### config.mk
export PLATFORM = sky130hd
export DESIGN_NAME = aes_sys_ctrl_q_flat
export DESIGN_NICKNAME = d
export VERILOG_FILES = /design/src/rtl/aes_sys_ctrl_q_pkg.sv /design/src/rtl/aes_sys_ctrl_q_if.sv /design/src/rtl/aes_sys_ctrl_q_mode_fifo.sv /design/src/rtl/aes_sys_ctrl_q.sv /design/src/flat_wrapper.sv
export SDC_FILE = /design/constraint.sdc
export NUM_CORES = 1
export LEC_CHECK = 0
export ABC_AREA = 0
export ABC_CLOCK_PERIOD_IN_PS = 4050
export BUFFER_PORTS_ARGS = -buffer_cell sky130_fd_sc_hd__buf_2
export CAP_MARGIN = 20
export CORE_MARGIN = 4
export CORE_UTILIZATION = 40
export DETAILED_ROUTE_END_ITERATION = 10
export PLACE_DENSITY = 0.7
export SETUP_SLACK_MARGIN = 0.4
export SLEW_MARGIN = 20
export SYNTH_ARGS = -nofsm -noshare
export SYNTH_HDL_FRONTEND = slang
export SYNTH_SLANG_ARGS = --single-unit
### constraint.sdc
create_clock -name clk -period 4.05 [get_ports clk]
set_input_delay 0.6075 -clock clk [delete_from_list [all_inputs] [get_ports clk]]
set_output_delay 0.6075 -clock clk [all_outputs]
set_load 0.01 [all_outputs]
### src/rtl/aes_sys_ctrl_q_pkg.sv
// rtl/aes_sys_ctrl_q_pkg.sv - shared types and encodings for the AES sequencing controller
package aes_ctrl_pkg;

    typedef enum logic [2:0] {
        ST_IDLE,
        ST_KEY_START,
        ST_KEY_WAIT,
        ST_PC_START,
        ST_PC_WAIT,
        ST_ERROR
    } state_t;

    localparam logic [1:0] KL_128 = 2'b00;
    localparam logic [1:0] KL_192 = 2'b01;
    localparam logic [1:0] KL_256 = 2'b10;
    localparam logic [1:0] KL_BAD = 2'b11;

    localparam logic [1:0] ERR_NONE   = 2'b00;
    localparam logic [1:0] ERR_TMO    = 2'b01;
    localparam logic [1:0] ERR_KEYLEN = 2'b10;

    function automatic logic is_wait(input state_t s);
        return (s == ST_KEY_WAIT) || (s == ST_PC_WAIT);
    endfunction

endpackage

### src/rtl/aes_sys_ctrl_q_if.sv
// rtl/aes_sys_ctrl_q_if.sv - load strobes, engine handshakes and status of the AES controller
interface aes_sys_ctrl_q_if #(
    parameter int PEND_DEPTH = 4
);
    localparam int PEND_W = $clog2(PEND_DEPTH + 1);

    logic              load_key;
    logic [1:0]        key_len;
    logic              load_data;
    logic              decrypt;
    logic              keylogic_done;
    logic              pcore_done;
    logic              clr_err;
    logic              keylogic_start;
    logic              keylogic_mode;
    logic [1:0]        key_len_o;
    logic              pcore_start;
    logic              pcore_decrypt;
    logic              ready_new_input;
    logic              key_valid;
    logic [PEND_W-1:0] pend_count;
    logic              busy;
    logic              ovf;
    logic [1:0]        err_code;

    modport master (
        output load_key, key_len, load_data, decrypt, keylogic_done, pcore_done, clr_err,
        input  keylogic_start, keylogic_mode, key_len_o, pcore_start, pcore_decrypt,
               ready_new_input, key_valid, pend_count, busy, ovf, err_code
    );

    modport slave (
        input  load_key, key_len, load_data, decrypt, keylogic_done, pcore_done, clr_err,
        output keylogic_start, keylogic_mode, key_len_o, pcore_start, pcore_decrypt,
               ready_new_input, key_valid, pend_count, busy, ovf, err_code
    );

endinterface

### src/rtl/aes_sys_ctrl_q_mode_fifo.sv
// rtl/aes_sys_ctrl_q_mode_fifo.sv - 1-bit FIFO holding the encrypt/decrypt mode of queued blocks
module mode_fifo #(
    parameter int DEPTH = 4,
    parameter int CW    = $clog2(DEPTH + 1)
) (
    input  logic          clk,
    input  logic          rst_n,
    input  logic          push,
    input  logic          pop,
    input  logic          flush,
    input  logic          din,
    output logic          dout,
    output logic [CW-1:0] count,
    output logic          full,
    output logic          empty
);
    localparam int PW = (DEPTH > 1) ? $clog2(DEPTH) : 1;

    logic [DEPTH-1:0] mem;
    logic [PW-1:0]    rd_ptr;
    logic [PW-1:0]    wr_ptr;
    logic             do_push;
    logic             do_pop;

    function automatic logic [PW-1:0] ptr_inc(input logic [PW-1:0] p);
        return (p == PW'(DEPTH - 1)) ? '0 : p + 1'b1;
    endfunction

    assign full    = (count == CW'(DEPTH));
    assign empty   = (count == '0);
    assign do_pop  = pop && !empty;
    // A simultaneous pop frees the slot, so a push into a full FIFO is still taken.
    assign do_push = push && (!full || do_pop);
    assign dout    = mem[rd_ptr];

    always_ff @(posedge clk or negedge rst_n) begin
        if (!rst_n) begin
            mem    <= '0;
            rd_ptr <= '0;
            wr_ptr <= '0;
            count  <= '0;
        end else if (flush) begin
            rd_ptr <= '0;
            wr_ptr <= '0;
            count  <= '0;
        end else begin
            if (do_push) begin
                mem[wr_ptr] <= din;
                wr_ptr      <= ptr_inc(wr_ptr);
            end
            if (do_pop) begin
                rd_ptr <= ptr_inc(rd_ptr);
            end
            if (do_push && !do_pop) begin
                count <= count + 1'b1;
            end else if (do_pop && !do_push) begin
                count <= count - 1'b1;
            end
        end
    end

endmodule

### src/rtl/aes_sys_ctrl_q.sv
// rtl/aes_sys_ctrl_q.sv - AES sequencer: key expansion, queued back-to-back P-Core runs, watchdog and error state
module aes_sys_ctrl_q
    import aes_ctrl_pkg::*;
#(
    parameter int PEND_DEPTH  = 4,
    parameter int PEND_W      = $clog2(PEND_DEPTH + 1),
    parameter int TIMEOUT_CYC = 1000,
    parameter int TMO_W       = 16
) (
    input logic             clk,
    input logic             rst_n,
    aes_sys_ctrl_q_if.slave bus
);
    state_t            state;
    state_t            state_n;
    logic [1:0]        key_len_q;
    logic [1:0]        err_q;
    logic              key_valid_q;
    logic              pcore_decrypt_q;
    logic              ovf_q;
    logic [TMO_W-1:0]  tmo_cnt;
    logic              tmo_hit;
    logic              push;
    logic              pop;
    logic              flush;
    logic              ovf_set;
    logic              fifo_head;
    logic              fifo_full;
    logic              fifo_empty;
    logic [PEND_W-1:0] pend_cnt;

    assign pop     = (state == ST_PC_START);
    assign push    = bus.load_data && (state != ST_ERROR);
    assign flush   = (state == ST_ERROR) && bus.clr_err;
    assign ovf_set = push && fifo_full && !pop;
    assign tmo_hit = (tmo_cnt == TMO_W'(TIMEOUT_CYC - 1));

    mode_fifo #(
        .DEPTH (PEND_DEPTH),
        .CW    (PEND_W)
    ) u_mode_fifo (
        .clk   (clk),
        .rst_n (rst_n),
        .push  (push),
        .pop   (pop),
        .flush (flush),
        .din   (bus.decrypt),
        .dout  (fifo_head),
        .count (pend_cnt),
        .full  (fifo_full),
        .empty (fifo_empty)
    );

    always_ff @(posedge clk or negedge rst_n) begin
        if (!rst_n) begin
            state <= ST_IDLE;
        end else begin
            state <= state_n;
        end
    end

    always_comb begin
        state_n = state;
        case (state)
            ST_IDLE: begin
                if (bus.load_key) begin
                    state_n = (bus.key_len == KL_BAD) ? ST_ERROR : ST_KEY_START;
                end else if (!fifo_empty && key_valid_q) begin
                    state_n = ST_PC_START;
                end
            end
            ST_KEY_START: state_n = ST_KEY_WAIT;
            ST_KEY_WAIT: begin
                // done on the last allowed wait cycle still beats the watchdog
                if (bus.keylogic_done) begin
                    state_n = fifo_empty ? ST_IDLE : ST_PC_START;
                end else if (tmo_hit) begin
                    state_n = ST_ERROR;
                end
            end
            ST_PC_START: state_n = ST_PC_WAIT;
            ST_PC_WAIT: begin
                if (bus.pcore_done) begin
                    state_n = fifo_empty ? ST_IDLE : ST_PC_START;
                end else if (tmo_hit) begin
                    state_n = ST_ERROR;
                end
            end
            ST_ERROR: begin
                if (bus.clr_err) begin
                    state_n = ST_IDLE;
                end
            end
            default: state_n = ST_IDLE;
        endcase
    end

    always_comb begin
        bus.keylogic_start  = (state == ST_KEY_START);
        bus.keylogic_mode   = (state != ST_KEY_WAIT);
        bus.pcore_start     = (state == ST_PC_START);
        bus.ready_new_input = (state == ST_IDLE);
        bus.busy            = (state == ST_KEY_START) || (state == ST_KEY_WAIT) ||
                              (state == ST_PC_START)  || (state == ST_PC_WAIT);
    end

    always_ff @(posedge clk or negedge rst_n) begin
        if (!rst_n) begin
            key_len_q       <= KL_128;
            key_valid_q     <= 1'b0;
            pcore_decrypt_q <= 1'b0;
            ovf_q           <= 1'b0;
            err_q           <= ERR_NONE;
            tmo_cnt         <= '0;
        end else begin
            if (is_wait(state)) begin
                tmo_cnt <= tmo_cnt + 1'b1;
            end else begin
                tmo_cnt <= '0;
            end

            if ((state == ST_IDLE) && bus.load_key && (bus.key_len != KL_BAD)) begin
                key_len_q   <= bus.key_len;
                key_valid_q <= 1'b0;
            end
            if ((state == ST_KEY_WAIT) && bus.keylogic_done) begin
                key_valid_q <= 1'b1;
            end
            if (pop) begin
                pcore_decrypt_q <= fifo_head;
            end

            // Error entry from IDLE can only be a bad key length; from a wait state only the watchdog.
            if ((state_n == ST_ERROR) && (state != ST_ERROR)) begin
                err_q <= (state == ST_IDLE) ? ERR_KEYLEN : ERR_TMO;
            end
            if (flush) begin
                key_valid_q <= 1'b0;
                err_q       <= ERR_NONE;
            end

            if (ovf_set) begin
                ovf_q <= 1'b1;
            end else if (bus.clr_err) begin
                ovf_q <= 1'b0;
            end
        end
    end

    assign bus.key_len_o     = key_len_q;
    assign bus.key_valid     = key_valid_q;
    assign bus.pcore_decrypt = pcore_decrypt_q;
    assign bus.pend_count    = pend_cnt;
    assign bus.ovf           = ovf_q;
    assign bus.err_code      = err_q;

endmodule

### src/flat_wrapper.sv
// flat-port wrapper written by rule: the top's interface ports become plain ports
module aes_sys_ctrl_q_flat import aes_ctrl_pkg::*;
#(
    parameter int PEND_DEPTH  = 4,
    parameter int PEND_W      = $clog2(PEND_DEPTH + 1),
    parameter int TIMEOUT_CYC = 1000,
    parameter int TMO_W       = 16
)
  (clk, rst_n, bus_load_key, bus_key_len, bus_load_data, bus_decrypt, bus_keylogic_done, bus_pcore_done, bus_clr_err, bus_keylogic_start, bus_keylogic_mode, bus_key_len_o, bus_pcore_start, bus_pcore_decrypt, bus_ready_new_input, bus_key_valid, bus_pend_count, bus_busy, bus_ovf, bus_err_code);
  aes_sys_ctrl_q_if #(.PEND_DEPTH(PEND_DEPTH)) bus_i ();
  input logic clk;
  input logic rst_n;
  input wire logic [$bits(bus_i.load_key)-1:0] bus_load_key;
  input wire logic [$bits(bus_i.key_len)-1:0] bus_key_len;
  input wire logic [$bits(bus_i.load_data)-1:0] bus_load_data;
  input wire logic [$bits(bus_i.decrypt)-1:0] bus_decrypt;
  input wire logic [$bits(bus_i.keylogic_done)-1:0] bus_keylogic_done;
  input wire logic [$bits(bus_i.pcore_done)-1:0] bus_pcore_done;
  input wire logic [$bits(bus_i.clr_err)-1:0] bus_clr_err;
  output wire logic [$bits(bus_i.keylogic_start)-1:0] bus_keylogic_start;
  output wire logic [$bits(bus_i.keylogic_mode)-1:0] bus_keylogic_mode;
  output wire logic [$bits(bus_i.key_len_o)-1:0] bus_key_len_o;
  output wire logic [$bits(bus_i.pcore_start)-1:0] bus_pcore_start;
  output wire logic [$bits(bus_i.pcore_decrypt)-1:0] bus_pcore_decrypt;
  output wire logic [$bits(bus_i.ready_new_input)-1:0] bus_ready_new_input;
  output wire logic [$bits(bus_i.key_valid)-1:0] bus_key_valid;
  output wire logic [$bits(bus_i.pend_count)-1:0] bus_pend_count;
  output wire logic [$bits(bus_i.busy)-1:0] bus_busy;
  output wire logic [$bits(bus_i.ovf)-1:0] bus_ovf;
  output wire logic [$bits(bus_i.err_code)-1:0] bus_err_code;
  assign bus_i.load_key = bus_load_key;
  assign bus_i.key_len = bus_key_len;
  assign bus_i.load_data = bus_load_data;
  assign bus_i.decrypt = bus_decrypt;
  assign bus_i.keylogic_done = bus_keylogic_done;
  assign bus_i.pcore_done = bus_pcore_done;
  assign bus_i.clr_err = bus_clr_err;
  assign bus_keylogic_start = bus_i.keylogic_start;
  assign bus_keylogic_mode = bus_i.keylogic_mode;
  assign bus_key_len_o = bus_i.key_len_o;
  assign bus_pcore_start = bus_i.pcore_start;
  assign bus_pcore_decrypt = bus_i.pcore_decrypt;
  assign bus_ready_new_input = bus_i.ready_new_input;
  assign bus_key_valid = bus_i.key_valid;
  assign bus_pend_count = bus_i.pend_count;
  assign bus_busy = bus_i.busy;
  assign bus_ovf = bus_i.ovf;
  assign bus_err_code = bus_i.err_code;
  aes_sys_ctrl_q #(.PEND_DEPTH(PEND_DEPTH), .PEND_W(PEND_W), .TIMEOUT_CYC(TIMEOUT_CYC), .TMO_W(TMO_W)) u_core (.clk(clk), .rst_n(rst_n), .bus(bus_i));
endmodule
; Word-level counts from Yosys, hierarchy flattened
; Index checks and enable logic that the tools add are counted.
[totals]
rom_bits = 0
latch_bits = 0
output_inout_bits = 15
reg_bits = 37
ram_bits = 0
mem_count = 0
[classes]
n_div = 0
eq_ne = 14
n_addsub = 5
magnitude_cmp = 3
n_mux = 32
n_reduce_logical = 33
mul = 0
n_bitwise = 1
n_shift = 0
[ops]
columns = operator, n
row1 = two-way mux 3 bit, 10
row2 = two-way mux 2 bit, 10
row3 = case mux 3 bit (6 select lines), 1
row4 = "adder 16 x 1 -> 16 bit, second input constant", 1
row5 = "== test 16 x 10 -> 1 bit, second input constant", 1
row6 = two-way mux 16 bit, 1
row7 = logical AND 1 bit, 14
row8 = "== test 3 bit, second input constant", 4
row9 = nonzero test 2 bit, 4
row10 = two-way mux 1 bit, 7
row11 = "== test 2 bit, second input constant", 3
row12 = "== test 3 x 2 -> 1 bit, second input constant", 2
row13 = logical NOT 3 bit, 2
row14 = "less-than comparator 2 x 3 -> 1 bit, second input constant", 2
row15 = nonzero test 3 bit, 2
row16 = logical NOT 1 bit, 5
row17 = logical OR 1 bit, 5
row18 = "adder 2 x 1 -> 2 bit, second input constant", 2
row19 = bitwise mux 4 bit, 1
row20 = "adder 3 x 1 -> 3 bit, second input constant", 1
row21 = "== test 3 x 1 -> 1 bit, second input constant", 1
row22 = "inequality test 3 x 2 -> 1 bit, second input constant", 1
row23 = "inequality test 3 bit, second input constant", 1
row24 = "subtractor 3 x 1 -> 3 bit, second input constant", 1
row25 = other kinds (6), 6

; Longest topological paths before layout
; Gate-level depths: netlist of the first run.
[logic_depth]
word_depth = 10
ltp_mapped = 10
ltp_nobuf = 8

; By module
; Synthesis of the first run repeated with hierarchy kept, for this count alone.
[hier_totals]
hier_cells = 223
hier_area_um2 = 2177.1
[by_module_without_submodules]
columns = module, n_inst, seq_area_each_um2, cells_each, area_each_um2
row1 = aes_sys_ctrl_q, 1, 650.6, 151, 1401.3
row2 = mode_fifo, 1, 275.3, 72, 775.7

; Worst setup path before layout of the first run
; Ideal clock, no wire load.
[synth_timing]
path_type = reg-to-reg
startpoint = reg u_core.state[0]
endpoint = reg u_core.u_mode_fifo.count[2]
stages_incl_launch_ff = 11
synth_period_minus_slack_ns = 2.254
t_arrival_ns = 2.176
required_time_ns = 3.972
setup_time_ns = 0.078
path_slack_ns = 1.796
cell_sequence = dfrtp_1 > buf_4 > nand3b_1 > nand4_1 > nor2b_1 > buf_4 > ha_1 > fa_1 > xnor2_1 > or3_1 > a21oi_1
[synth_between]
elab_chain_cells = 7
[synth_lines]
columns = item, line
row1 = "start, declared", aes_sys_ctrl_q.sv:14  ; state_t state;
row2 = "start signal, assigned", aes_sys_ctrl_q.sv:58  ; state <= state_n;
row3 = == test 3 x 2 -> 1 bit, aes_sys_ctrl_q.sv:32  ; assign pop = (state == ST_PC_START);
row4 = logical AND 1 bit, aes_sys_ctrl_q_mode_fifo.sv:31  ; assign do_pop = pop && !empty;
row5 = logical OR 1 bit, aes_sys_ctrl_q_mode_fifo.sv:33  ; assign do_push = push && (!full || do_pop);
row6 = logical AND 1 bit, aes_sys_ctrl_q_mode_fifo.sv:33
row7 = logical AND 1 bit or logical NOT 1 bit (tied branches), "aes_sys_ctrl_q_mode_fifo.sv:54, aes_sys_ctrl_q_mode_fifo.sv:56"
row8 = two-way mux 3 bit or logical AND 1 bit (tied branches), "aes_sys_ctrl_q_mode_fifo.sv:54, aes_sys_ctrl_q_mode_fifo.sv:56"
row9 = two-way mux 3 bit or nonzero test 3 bit (tied branches), -
row10 = "end signal, assigned", aes_sys_ctrl_q_mode_fifo.sv:55  ; count <= count + 1'b1;
row11 = "end signal, assigned", aes_sys_ctrl_q_mode_fifo.sv:57  ; count <= count - 1'b1;
row12 = "end, declared", aes_sys_ctrl_q_mode_fifo.sv:13  ; output logic [CW-1:0] count,
; Parallel ways exist; a longest one is shown, timed or not.
; A chain may end at the register's enable or synchronous reset.

; Final worst setup path of the first run
[layout_timing]
startpoint = reg u_core.state[2]
endpoint = reg u_core.u_mode_fifo.count[2]
; The elaborated chain is that of the path after synthesis.

==> metrics, run 1 <==
outcome=completed; Total GRT Usage=0.133; CTS buffer count=5; Final setup violation count=0; multiplexer area fraction after synthesis=0.0659; Final Cycle Share=0.632; post-route ant nets=0; DR vias/cell=5.07; Adder-Cell Fraction of Synth Area=0.0535; Die Span X=78.9 um; Filler Cell Count=468; Clock Latency Late Sink=0.29 ns; endpoints failing hold=0; largest family of logic cells by synthesized area=simple AND/OR/NAND/NOR gates; post_cts resized=0; number of synthesized flops with an enable pin=0; crit path time final=2.56 ns; H-tree depth=2; deepest clock path buffer count=2; final worst setup slack=1.49 ns; DRT iter0 DRCs=62; post-CTS setup buffer count=0; clock sinks=37; grt total ovfl=0; core area=4790 um^2; Cell Pwr Density=657 nW/um^2; IO Port Bufs=24; share of cells above drive strength 1=0.215; Slew HR=0.460; first-pass GRT wire length=6.34 mm; area leader, netlist=dfrtp_1; Die Ht=78.9 um; Min-Delay Path Class=input pin to async pin; Netlist Area Pre-Place=2010 um^2; Die Area=6230 um^2; row count=25; Final Util=0.478; Avg WL per Cell=13.0 um; Synth Area in Simple Gates=0.238; Starting Density=0.420; max frequency=0.391 GHz; final HPWL from detailed placement=2.68 mm; Reg clk slew, reported paths=0.08 ns; Top FF cell, synth=dfrtp_1; Seq/Total Area, Yosys=0.460; CTS tree=built; DP Cell Count=282; Avg Synthesized Cell Area=10.3 um^2; Final TNS setup=0 ns; post-synthesis xor/xnor area fraction=0.0609; WP data required=4.27 ns; hold buffers post-CTS=0; I/O Pins=25; Crit. End Element=register; synthesized instance count=196; maximum VDD drop=0.000264 V; final instance area=2290 um^2; vias in the first global route=1372; WHS=0.396 ns; largest net degree at the start of global routing=38; DR DRC count=0; post-route insts no fill=290; complex-gate fraction of the synthesized area=0.0846; via count=1469; Yosys reg bits=37; total power=1.50 mW; routability cong.=0.868; top cell type's share of synthesized area=0.460; startpoint types=register; most common cell in the synthesized netlist=dfrtp_1; CP arrival=2.78 ns; worst slack at placement=1.51 ns; drt first pass iters=4; area grow syn2layout=13.7%; Placed Area=2190 um^2; crit-path max FO=16; P_leak=1.05 nW; worst-margin pin slew=0.810 ns; list of most frequent post-synthesis cells=dfrtp_1, nor2_1, nand2_1; Yosys warnings=0; Slew Limit Fails=0; Net count, final=240; antenna violations before repair=0; synth unique cells=48; # diodes=0; root buf cell=clkbuf_8; ys async rst share=1.00; kind of critical path=register to register; RSZ-0062 raised after global routing=no; maxcap violations=0; Layout Skew=0.00925 ns; main area contributors after synthesis=dfrtp_1, xor2_1, ha_1; Routed WL=3.76 mm; syn nets=214
[worst max-delay path, stage by stage, from the launching register on]
cell      delay [ns]
dfrtp_1         0.55
nand3b_1        0.32
nand4_1         0.16
nor2b_1         0.46
ha_1            0.30
fa_1            0.20
xnor2_1         0.07
or3_1           0.30
a21oi_1         0.15
[logic make-up after synthesis]
family	Yosys count
xor gates and xnor gates	14
DFF	37
buffers and inverters	17
and+or+nand+nor	83
AOI/OAI and AO/OA	26
adders and majority gates	8
muxes	11
[flip-flops by register name, indices dropped and copies added, names as in the netlist]
name	cells
u_core.u_mode_fifo.rd_ptr	2
u_core.bus.key_valid	1
u_core.u_mode_fifo.count	3
u_core.bus.ovf	1
u_core.u_mode_fifo.wr_ptr	2
u_core.tmo_cnt	16
u_core.bus.pcore_decrypt	1
u_core.bus.key_len_o	2
u_core.u_mode_fifo.mem	4
u_core.state	3
u_core.bus.err_code	2
[metal layers]
| metal | vias to the layer above | GRT usage | wire length [um] |
|---|---|---|---|
| met5 | - | 0 | 0 |
| met3 | 6 | 0.0510 | 161 |
| met2 | 19 | 0.201 | 1660 |
| met4 | 0 | 0.0636 | 85 |
| li1 | 730 | - | - |
| met1 | 714 | 0.167 | 1850 |
[power breakdown]
part           internal (mW)  switching, mW  total (mW)
clock network          0.154          0.132       0.286
registers              0.483          0.123       0.606
logic                  0.291          0.319       0.610
[placed cells by master (no fill, tap or decap), drive strengths merged]
master,count
a211o,1
a21o,2
a21oi,9
a22oi,1
and3,2
and4,1
buf,24
clkbuf,7
clkinv,1
dfrtp,37
fa,1
ha,7
inv,12
mux2,8
mux2i,2
mux4,1
nand2,14
nand2b,3
nand3,5
nand3b,4
nand4,6
nor2,25
nor2b,4
nor3,3
nor3b,5
nor4,1
nor4bb,1
o211ai,1
o21a,1
o21ai,6
o21bai,1
o221ai,2
o2bb2ai,1
o311ai,1
or2,2
or3,6
or3b,1
xnor2,3
xor2,11
[cell type report]
type                    instances  area [um^2]  area share
multi-input cells             142         1010       0.442
flip-flops and latches         37          926       0.405
repair buffers                 24          120      0.0525
clock buffers                   7         96.3      0.0421
well taps                      67         83.8      0.0367
inverters                      12         45.0      0.0197
clock inverters                 1         5.00     0.00219
[path summary, 6_finish.rpt]
check / slack, ns / to / startpoint / cells past startpoint
setup reg to reg: 1.49 / u_core.u_mode_fifo.count[2] / u_core.state[2] / 8
hold reg to reg: 0.49 / u_core.tmo_cnt[0] / u_core.tmo_cnt[0] / 1
min in group clk: 0.49 / u_core.tmo_cnt[0] / u_core.tmo_cnt[0] / 1
hold / removal: 0.40 / u_core.u_mode_fifo.count[2] / rst_n / 1
max in group asynchronous: 3.13 / u_core.tmo_cnt[0] / rst_n / 1
setup / recovery: 1.49 / u_core.u_mode_fifo.count[2] / u_core.state[2] / 8
Power figures use the tool's default switching activity.
==> inputs of run 2 (changes only) <==
ABC_CLOCK_PERIOD_IN_PS = 2300   (was 4050)
PLACE_DENSITY = 0.72   (was 0.7)
clock period = 2.3 ns   (was 4.05 ns; I/O delays follow)
==> metrics, run 2 (synthesis results as in run 1) <==
# diodes=0; CP Cell Sequence=nand3b_1 > nand4_1 > nor2b_4 > ha_4 > fa_2 > xnor2_1 > or3_1 > a21oi_1; R2R cell count=8; slowest stage delay, CP=0.40 ns; r2r endpoint=u_core.u_mode_fifo.count[2]; Final Cycle Share=0.883; deepest clock path buffer count=2; clock sinks=37; final worst setup slack=0.269 ns; startpoint types=register; flop2flop setup slack=0.27 ns; Cell Pwr Density=1160 nW/um^2; vias in the first global route=1624; area grow syn2layout=22.9%; Die Ht=78.9 um; RSZ-0062 raised after global routing=yes; Die Span X=78.9 um; worst slack at placement=0.248 ns; CTS tree=built; CTS buffer count=5; share of cells above drive strength 1=0.316; Total GRT Usage=0.148; max reg flops=16; max frequency=0.492 GHz; post-route ant nets=0; Clock Latency Late Sink=0.28 ns; DR DRC count=0; Filler Cell Count=421; maxcap violations=0; I/O Pins=25; Placed Area=2240 um^2; most common cell after layout, fill and taps aside=dfrtp_1; leading cell types in the layout, fill and taps excluded=dfrtp_1, buf_2, nor2_1; Slew HR=0.460; endpoints failing hold=0; DR vias/cell=4.95; reg-to-reg critical path startpoint=u_core.state[0]; Starting Density=0.420; P_leak=1.16 nW; critical path's slowest cell=dfrtp_1; buffers and inverters on the worst path=0; kind of cell adding the most delay to the critical path=simple AND/OR/NAND/NOR gates; crit-path max FO=3; Net count, final=261; Die Area=6230 um^2; Avg WL per Cell=13.4 um; largest net degree at the start of global routing=38; Min-Delay Path Class=input pin to async pin; WHS=0.146 ns; first-pass GRT wire length=7.39 mm; worst-margin pin slew=0.810 ns; via count=1540; IO Port Bufs=24; kind of critical path=register to register; most flop-heavy register=u_core.tmo_cnt; core area=4790 um^2; top flop regs=u_core.tmo_cnt x16, u_core.u_mode_fifo.mem x4; grt total ovfl=0; routability cong.=0.824; multi-input logic area=1050 um^2; outcome=completed; WP data required=2.51 ns; Final TNS setup=0 ns; final HPWL from detailed placement=2.73 mm; H-tree depth=2; CP arrival=2.25 ns; Final setup violation count=0; Routed WL=4.17 mm; Slew Limit Fails=0; sequential cell area=926 um^2; Layout Skew=0.00329 ns; root buf cell=clkbuf_8; Levels on crit path=8; maximum VDD drop=0.000539 V; antenna violations before repair=0; final instance area=2470 um^2; Crit. End Element=register; row count=25; drt first pass iters=4; DRT iter0 DRCs=97; Reg clk slew, reported paths=0.07 ns; crit path time final=2.03 ns
run 2: report_power, final:
| part | total, mW | leakage (nW) | internal [mW] | switching [mW] |
|---|---|---|---|---|
| combinational | 1.43 | 0.633 | 0.718 | 0.716 |
| clock | 0.434 | 0.0450 | 0.210 | 0.224 |
| sequential | 1.00 | 0.479 | 0.853 | 0.147 |
run 2: worst max path at each step:
stage,startpoint,to
4_1_cts,u_core.state[1],u_core.u_mode_fifo.count[2]
6_report,u_core.state[0],u_core.u_mode_fifo.count[2]
5_1_grt,u_core.state[1],u_core.u_mode_fifo.count[2]
3_3_place_gp,u_core.state[2],u_core.u_mode_fifo.count[2]
2_1_floorplan,u_core.state[0],u_core.u_mode_fifo.count[2]
3_5_place_dp,u_core.state[2],u_core.u_mode_fifo.count[2]
run 2: repair_timing:
action                     CTS  global route
setup endpoints to repair    2             6
resized for setup            7             3
setup buffers               12             4
pin swaps                    4             2
hold buffers                 0             0
run 2: metal layers:
layer,track usage,up-vias,wire length (um)
met4,0.0464,0,57
met2,0.250,19,2070
met1,0.188,742,1920
met5,0,-,0
met3,0.0351,9,117
li1,-,770,-
run 2: cell type report:
class / instances / share of cell area
Clock buffer: 6 / 0.0294
Clock inverter: 2 / 0.00405
Inverter: 12 / 0.0182
Multi-Input combinational cell: 142 / 0.425
Sequential cell: 37 / 0.374
Tap cell: 67 / 0.0339
Timing Repair Buffer: 45 / 0.115
run 2: through the flow:
stage	utilization	cells	power [mW]
2_1_floorplan	-	196	1.89
3_3_place_gp	0.468	287	2.23
3_5_place_dp	0.468	287	2.25
4_1_cts	0.508	307	2.81
5_1_grt	0.517	311	3.12
6_report	0.517	311	2.87
